<file path="config.mk">
export PLATFORM = sky130hd
export DESIGN_NAME = secded_write_arbiter
export DESIGN_NICKNAME = d
export VERILOG_FILES = /design/src/rtl/secded_write_arbiter.sv
export SDC_FILE = /design/constraint.sdc
export NUM_CORES = 1
export LEC_CHECK = 0
export BUFFER_PORTS_ARGS = -buffer_cell sky130_fd_sc_hd__buf_2
export CORE_AREA = 2 2 251 253
export DETAILED_ROUTE_END_ITERATION = 10
export DIE_AREA = 0 0 253 255
export SETUP_SLACK_MARGIN = 0.15
export SLEW_MARGIN = 20
export SYNTH_ARGS = -nofsm -noshare
export SYNTH_HDL_FRONTEND = slang
export SYNTH_SLANG_ARGS = --single-unit
</file>
<file path="constraint.sdc">
create_clock -name clk -period 3.16 [get_ports clk]
set_input_delay 0 -clock clk [delete_from_list [all_inputs] [get_ports clk]]
set_output_delay 0 -clock clk [all_outputs]
set_load 0.005 [all_outputs]
</file>
<file path="src/rtl/secded_write_arbiter.sv">
// Round-robin write arbiter sharing one external SECDED encoder among NUM_REQ requesters.
// Optional build macro SECDED_ERR_INJECT_EN XORs err_inject into the captured codeword.
module secded_write_arbiter #(
   parameter int NUM_REQ = 4,
   parameter int SRC_W   = 2,
   parameter int ADDR_W  = 16
) (
   input  logic                    clk,
   input  logic                    rst_n,
   input  logic [NUM_REQ-1:0]      req_valid,
   output logic [NUM_REQ-1:0]      req_ready,
   input  logic [NUM_REQ*ADDR_W-1:0] req_addr,
   input  logic [NUM_REQ*64-1:0]   req_data,
   output logic [63:0]             enc_data,
   input  logic [71:0]             enc_code,
   output logic                    mem_valid,
   input  logic                    mem_ready,
   output logic [ADDR_W-1:0]       mem_addr,
   output logic [71:0]             mem_code,
   output logic [SRC_W-1:0]        mem_src,
   output logic [15:0]             wr_count,
   input  logic [71:0]             err_inject
);

   localparam int CW = SRC_W + 1;

   typedef enum logic [1:0] {IDLE, ENCODE, HOLD} state_t;

   state_t            state, state_next;
   logic [SRC_W-1:0]  rr_ptr;
   logic [SRC_W-1:0]  grant_idx;
   logic              grant_any;
   logic [CW-1:0]     cand;
   logic [63:0]       data_q;
   logic [63:0]       sel_data;
   logic [ADDR_W-1:0] sel_addr;
   logic [71:0]       code_in;
   logic              accept;
   logic              handshake;

`ifdef SECDED_ERR_INJECT_EN
   assign code_in = enc_code ^ err_inject;
`else
   logic unused_inject;
   assign unused_inject = ^err_inject;
   assign code_in = enc_code;
`endif

   // Search upward from rr_ptr, wrapping at NUM_REQ; cand never exceeds 2*NUM_REQ-2.
   always_comb begin
      grant_any = 1'b0;
      grant_idx = '0;
      cand      = '0;
      for (int k = 0; k < NUM_REQ; k++) begin
         cand = {1'b0, rr_ptr} + CW'(k);
         if (cand >= CW'(NUM_REQ)) cand = cand - CW'(NUM_REQ);
         if (!grant_any && req_valid[cand[SRC_W-1:0]]) begin
            grant_any = 1'b1;
            grant_idx = cand[SRC_W-1:0];
         end
      end
   end

   assign accept    = (state == IDLE) && grant_any;
   assign handshake = (state == HOLD) && mem_ready;
   assign enc_data  = data_q;

   always_comb begin
      sel_data  = '0;
      sel_addr  = '0;
      req_ready = '0;
      for (int k = 0; k < NUM_REQ; k++) begin
         if (grant_idx == SRC_W'(k)) begin
            sel_data     = req_data[k*64 +: 64];
            sel_addr     = req_addr[k*ADDR_W +: ADDR_W];
            req_ready[k] = accept;
         end
      end
   end

   always_ff @(posedge clk or negedge rst_n) begin
      if (!rst_n) state <= IDLE;
      else        state <= state_next;
   end

   always_comb begin
      state_next = state;
      case (state)
         IDLE:    if (grant_any) state_next = ENCODE;
         ENCODE:  state_next = HOLD;
         HOLD:    if (mem_ready) state_next = IDLE;
         default: state_next = IDLE;
      endcase
   end

   // The encoder is combinational, so enc_code is valid one cycle after data_q loads.
   always_ff @(posedge clk or negedge rst_n) begin
      if (!rst_n) begin
         rr_ptr    <= '0;
         data_q    <= '0;
         mem_addr  <= '0;
         mem_src   <= '0;
         mem_code  <= '0;
         mem_valid <= 1'b0;
         wr_count  <= '0;
      end else begin
         if (accept) begin
            data_q   <= sel_data;
            mem_addr <= sel_addr;
            mem_src  <= grant_idx;
         end
         if (state == ENCODE) begin
            mem_code  <= code_in;
            mem_valid <= 1'b1;
         end
         if (handshake) begin
            mem_valid <= 1'b0;
            rr_ptr    <= (mem_src == SRC_W'(NUM_REQ - 1)) ? '0 : mem_src + 1'b1;
            wr_count  <= wr_count + 16'd1;
         end
      end
   end

endmodule

</file>
Yosys cells after proc, flatten, opt, wreduce, memory -nomap -nowiden --
Index checks and enable logic that the tools add are counted.
Storage, ports and cells: flip-flop bits (word level) 175, latch bits 0, bits in writable memories 0, bits in read-only memories 0, input bits 471, memories kept 0
Operators by class: add/sub/neg operators 9, multiply operators 0, divide/modulo/power cells 0, magnitude comparators 8, equal/unequal tests 8, shift operators 0, multiplexer cells 38, bitwise gates (word level) 0, reductions and logical operators 12
Operators with widths (number):
- 2-to-1 mux 64 bit | 4
- 2-to-1 mux 16 bit | 4
- 2-to-1 mux 2 bit | 11
- adder 16 x 1 -> 16 bit, second input constant | 1
- 2-to-1 mux 1 bit | 14
- less-than comparator 2 x 3 -> 1 bit, second input constant | 4
- >= comparator 3 bit, second input constant | 3
- binary-select mux 1 bit (select 2 bit) | 4
- equality test 2 bit, second input constant | 4
- subtractor 2 x 1 -> 2 bit, second input constant | 4
- adder 2 x 2 -> 3 bit, second input constant | 2
- one-hot mux 2 bit (3 select lines) | 1
- logical AND 1 bit | 5
- equality test 2 x 1 -> 1 bit, second input constant | 2
- logical NOT 2 bit | 2
- inequality test 2 bit, second input constant | 2
- adder 2 x 1 -> 3 bit, second input constant | 1
- >= comparator 2 x 3 -> 1 bit, second input constant | 1
- logical NOT 1 bit | 3
- adder 2 x 1 -> 2 bit, second input constant | 1
- AND reduction 2 bit | 1
- nonzero test 2 bit | 1

Logic depth before layout (Yosys ltp) --
word-level depth 19, depth in mapped cells 10, depth with buffers taken out 6

Worst setup path before layout --
No wires, ideal clock.
path type flip-flop to flip-flop, from reg rr_ptr[1], to reg data_q[47] (netlist: enc_data[47]), library setup time 0.126 ns, arrival 1.726 ns, slack 1.308 ns, stages on the path, launching flop included 8, period minus slack after synthesis 1.852 ns, cells stage by stage dfrtp_1 buf_4 mux2i_1 o21ai_2 nor2_4 buf_6 mux2_1 a221o_1
Between the ends: longest elaborated chain between the ends 19, elaborated cells between the ends (all ways) 46
Ends and longest elaborated chain:
- start, declared | line 30 | logic [SRC_W-1:0] rr_ptr;
- start signal, assigned | line 118 | rr_ptr <= (mem_src == SRC_W'(NUM_REQ - 1)) ? '0 : mem_src + 1'b1;
- branches (longest 19 deep; another with adder 2 x 1 -> 3 bit)
- end signal, assigned | line 108 | data_q <= sel_data;
- end, declared | line 34 | logic [63:0] data_q;
Parallel ways; which one is timed is not known. The select of a mux whose other input is x is not followed. A chain may end at the register's enable or synchronous reset.

Worst setup path after layout --
from reg rr_ptr[1], to reg data_q[34] (netlist: enc_data[34])
The elaborated chain is that of the path after synthesis.

==> metrics <==
layout cells sized above 1=42.3%; first-pass GRT wire length=65700 um; Final Cycle Share=90.2%; H-tree depth=4; total CTS buffers=17; Req. time, crit path=3520 ps; Synth Net Count=1320; nature of the critical path startpoint=flip-flop; max-slew violations=0; fmax=351 MHz; Bufs on Longest Clock Path=2; largest net degree at the start of global routing=88; DR pass1 iterations=5; initial core utilization=14.5%; slew margin rel.=48.7%; asr flop ratio synth=100%; kind of critical path=reg -> reg; Cell Area, Synth=8990 um^2; io pins=646; Synth Flop Type=dfrtp_1; final hold violations=0; DR iter-0 viols=788; die area=64500 um^2; Layout area overhead=91.1%; Worst path slowest cell=dfrtp_1; clock sinks=175; fin cells=2571; vias in the first global route=11900; post-route DRC violation count=0; Synth cell types=51; Cell Chain, Critical Path=mux2i_1 -> o21ai_2 -> nor2_4 -> buf_12 -> a21oi_1 -> dlygate4sd3_1 -> o22a_1; WHS=27.9 ps; initial antenna violation count=7; CTS clk-pin slew, worst paths=70 ps; Fill cells=6382; total gr overflow=0; Post-layout nets=2229; endpoints failing setup=0; RSZ-0062 raised after global routing=true; Post-DRT Antenna Nets=0; Max-Cap Viols=0; Post-synth EDFFs=0; Pleak=7.92 nW; site row count=92; Post-Route Setup TNS=0 ps; DR WL/cell=18.2 um; register area share after synthesis=48.7%; GPL Wtd Cong=0.901; die width=253 um; Worst Path Buf+Inv=2; TritonCTS clock tree=built; Core Region=62200 um^2; Port Buffers=573; Clock Latency Late Sink=470 ps; flops & latches, synth=175; GRT Total Usage=13.6%; Via density=4.46; CP delay by family, top=buffers and inverters; Vias=11500; Worst VDD drop=0.375 mV; Synth Warn #=0; Final Critical Period=2850 ps; synthesized area per cell=10.6 um^2; CP max FO=40; DP Wirelength=30400 um; CTS root buf=clkbuf_16; status=completed; Hold Crit Class=in -> reg; cell total after placement=2164; Mapped Cells=847; WP data arrival=3210 ps; Slew @ Worst Pin=769 ps; CP Capture Type=flip-flop; Die Ht=255 um; clk_skew=8.94 ps; WL final=46900 um; CP peak stage delay=620 ps; Power per Cell Area=828 nW/um^2
## registers in the layout (all words and copies together), names as in the netlist
register   cells
mem_code      72
enc_data      64
mem_valid      1
mem_addr      16
wr_count      16
rr_ptr         2
state          2
mem_src        2
## logic make-up (layout without fill, tap and decap cells)
family / after synthesis / in the layout / share of synthesized area, %
buffers and inverters: 88 / 1008 / 4.52
AO/OA/AOI/OAI: 296 / 296 / 24.5
XOR/XNOR: 15 / 15 / 1.46
flip-flops: 175 / 175 / 48.7
AND/OR/NAND/NOR: 186 / 187 / 9.92
adder cells (fa/ha/maj): 2 / 2 / 0.278
multiplexers: 85 / 85 / 10.6
other: 0 / 4 / 0
## tightest hold or removal path, cell delays in order
cell and delay, ps:
buf_2 100, o21ai_0 70, a21oi_1 110, o22a_1 180
## repair_timing
item | 4_1_cts | 5_1_grt
hold buffers | 363 | 0
endpoints found under the setup margin | 0 | 52
hold endpoints to repair | 234 | 0
gates resized for setup | 0 | 3
setup buffers | 0 | 8
## where the power goes
part,switching [mW],total [mW],leakage [nW],internal [mW]
Combinational,3.77,7.92,5.54,4.15
Clock,1.07,2.29,0.296,1.22
Sequential,0.693,4.02,2.09,3.33
## area by class of cell
cell class,count,area [um^2],share of cell area [%]
Clock inverter,13,168,0.976
Inverter,5,20.0,0.117
Multi-Input combinational cell,585,4270,24.9
Tap cell,799,1000,5.82
Clock buffer,18,439,2.56
Sequential cell,175,4380,25.5
Antenna cell,4,10.0,0.0583
Timing Repair Buffer,972,6890,40.1
## routing by layer
metal / up-vias / part of all wire [%] / GRT usage, %
li1: 5038 / - / -
met1: 5436 / 38 / 14.6
met2: 800 / 48 / 23.3
met3: 183 / 8.3 / 4.02
met4: 4 / 5.4 / 9.52
met5: - / 0.049 / 0
## through the flow
| stage | power, mW | cell area (um^2) | utilization, % | setup WS (ps) |
|---|---|---|---|---|
| floorplan | 7.51 | 8990 | - | 1310 |
| finish | 14.2 | 17200 | 27.6 | 310 |
| global route | 15.2 | 17200 | 27.6 | 150 |
| global placement | 10.2 | 12800 | 20.6 | 662 |
| detailed placement | 10.4 | 12800 | 20.6 | 596 |
| CTS | 14.1 | 17100 | 27.4 | 175 |
## cell usage after synthesis, drive strengths merged, types with 3 or more instances
cell	n	share of area, %
nor3	5	0.33
nand3	45	2.5
a21oi	59	3.3
xor2	4	0.39
mux2	82	10
o22a	34	3.3
nand4	4	0.28
clkbuf	46	1.9
dfrtp	175	49
buf	37	2.4
nand2	60	2.5
a211oi	24	2.0
a221o	44	4.9
xnor2	11	1.1
o21ai	74	4.2
mux2i	3	0.33
nand2b	3	0.21
a2bb2oi	12	1.2
inv	5	0.21
nor2	35	1.6
and3	26	1.8
o211ai	3	0.25
o41ai	11	1.9
o221ai	25	2.5
## placed cells by master, fill, tap and decap left out, types with 7 or more instances in the layout
master and count:
a211oi_1 23, a21oi_1 58, a221o_1 44, a2bb2oi_1 12, and3_1 26, buf_12 9
buf_2 572, buf_4 27, clkbuf_16 17, dfrtp_1 175, dlygate4sd3_1 363, inv_6 7
mux2_2 78, nand2_1 58, nand3_1 45, nor2_1 33, o21ai_0 65, o21ai_1 7
o221ai_1 24, o22a_1 34, o41ai_2 10, xnor2_1 11
## final timing paths
path	startpoint	depth (start not counted)	slack, ps	endpoint
worst max-delay path	rr_ptr[1]	7	310	enc_data[34]
worst min-delay path	req_data[22]	4	30	enc_data[22]
worst max register to register	rr_ptr[1]	7	310	enc_data[34]
worst min register to register	wr_count[15]	1	470	wr_count[15]
max in group asynchronous	rst_n	3	2160	mem_code[11]
min in group asynchronous	rst_n	2	170	enc_data[16]
(Power assumes the default switching activity.)
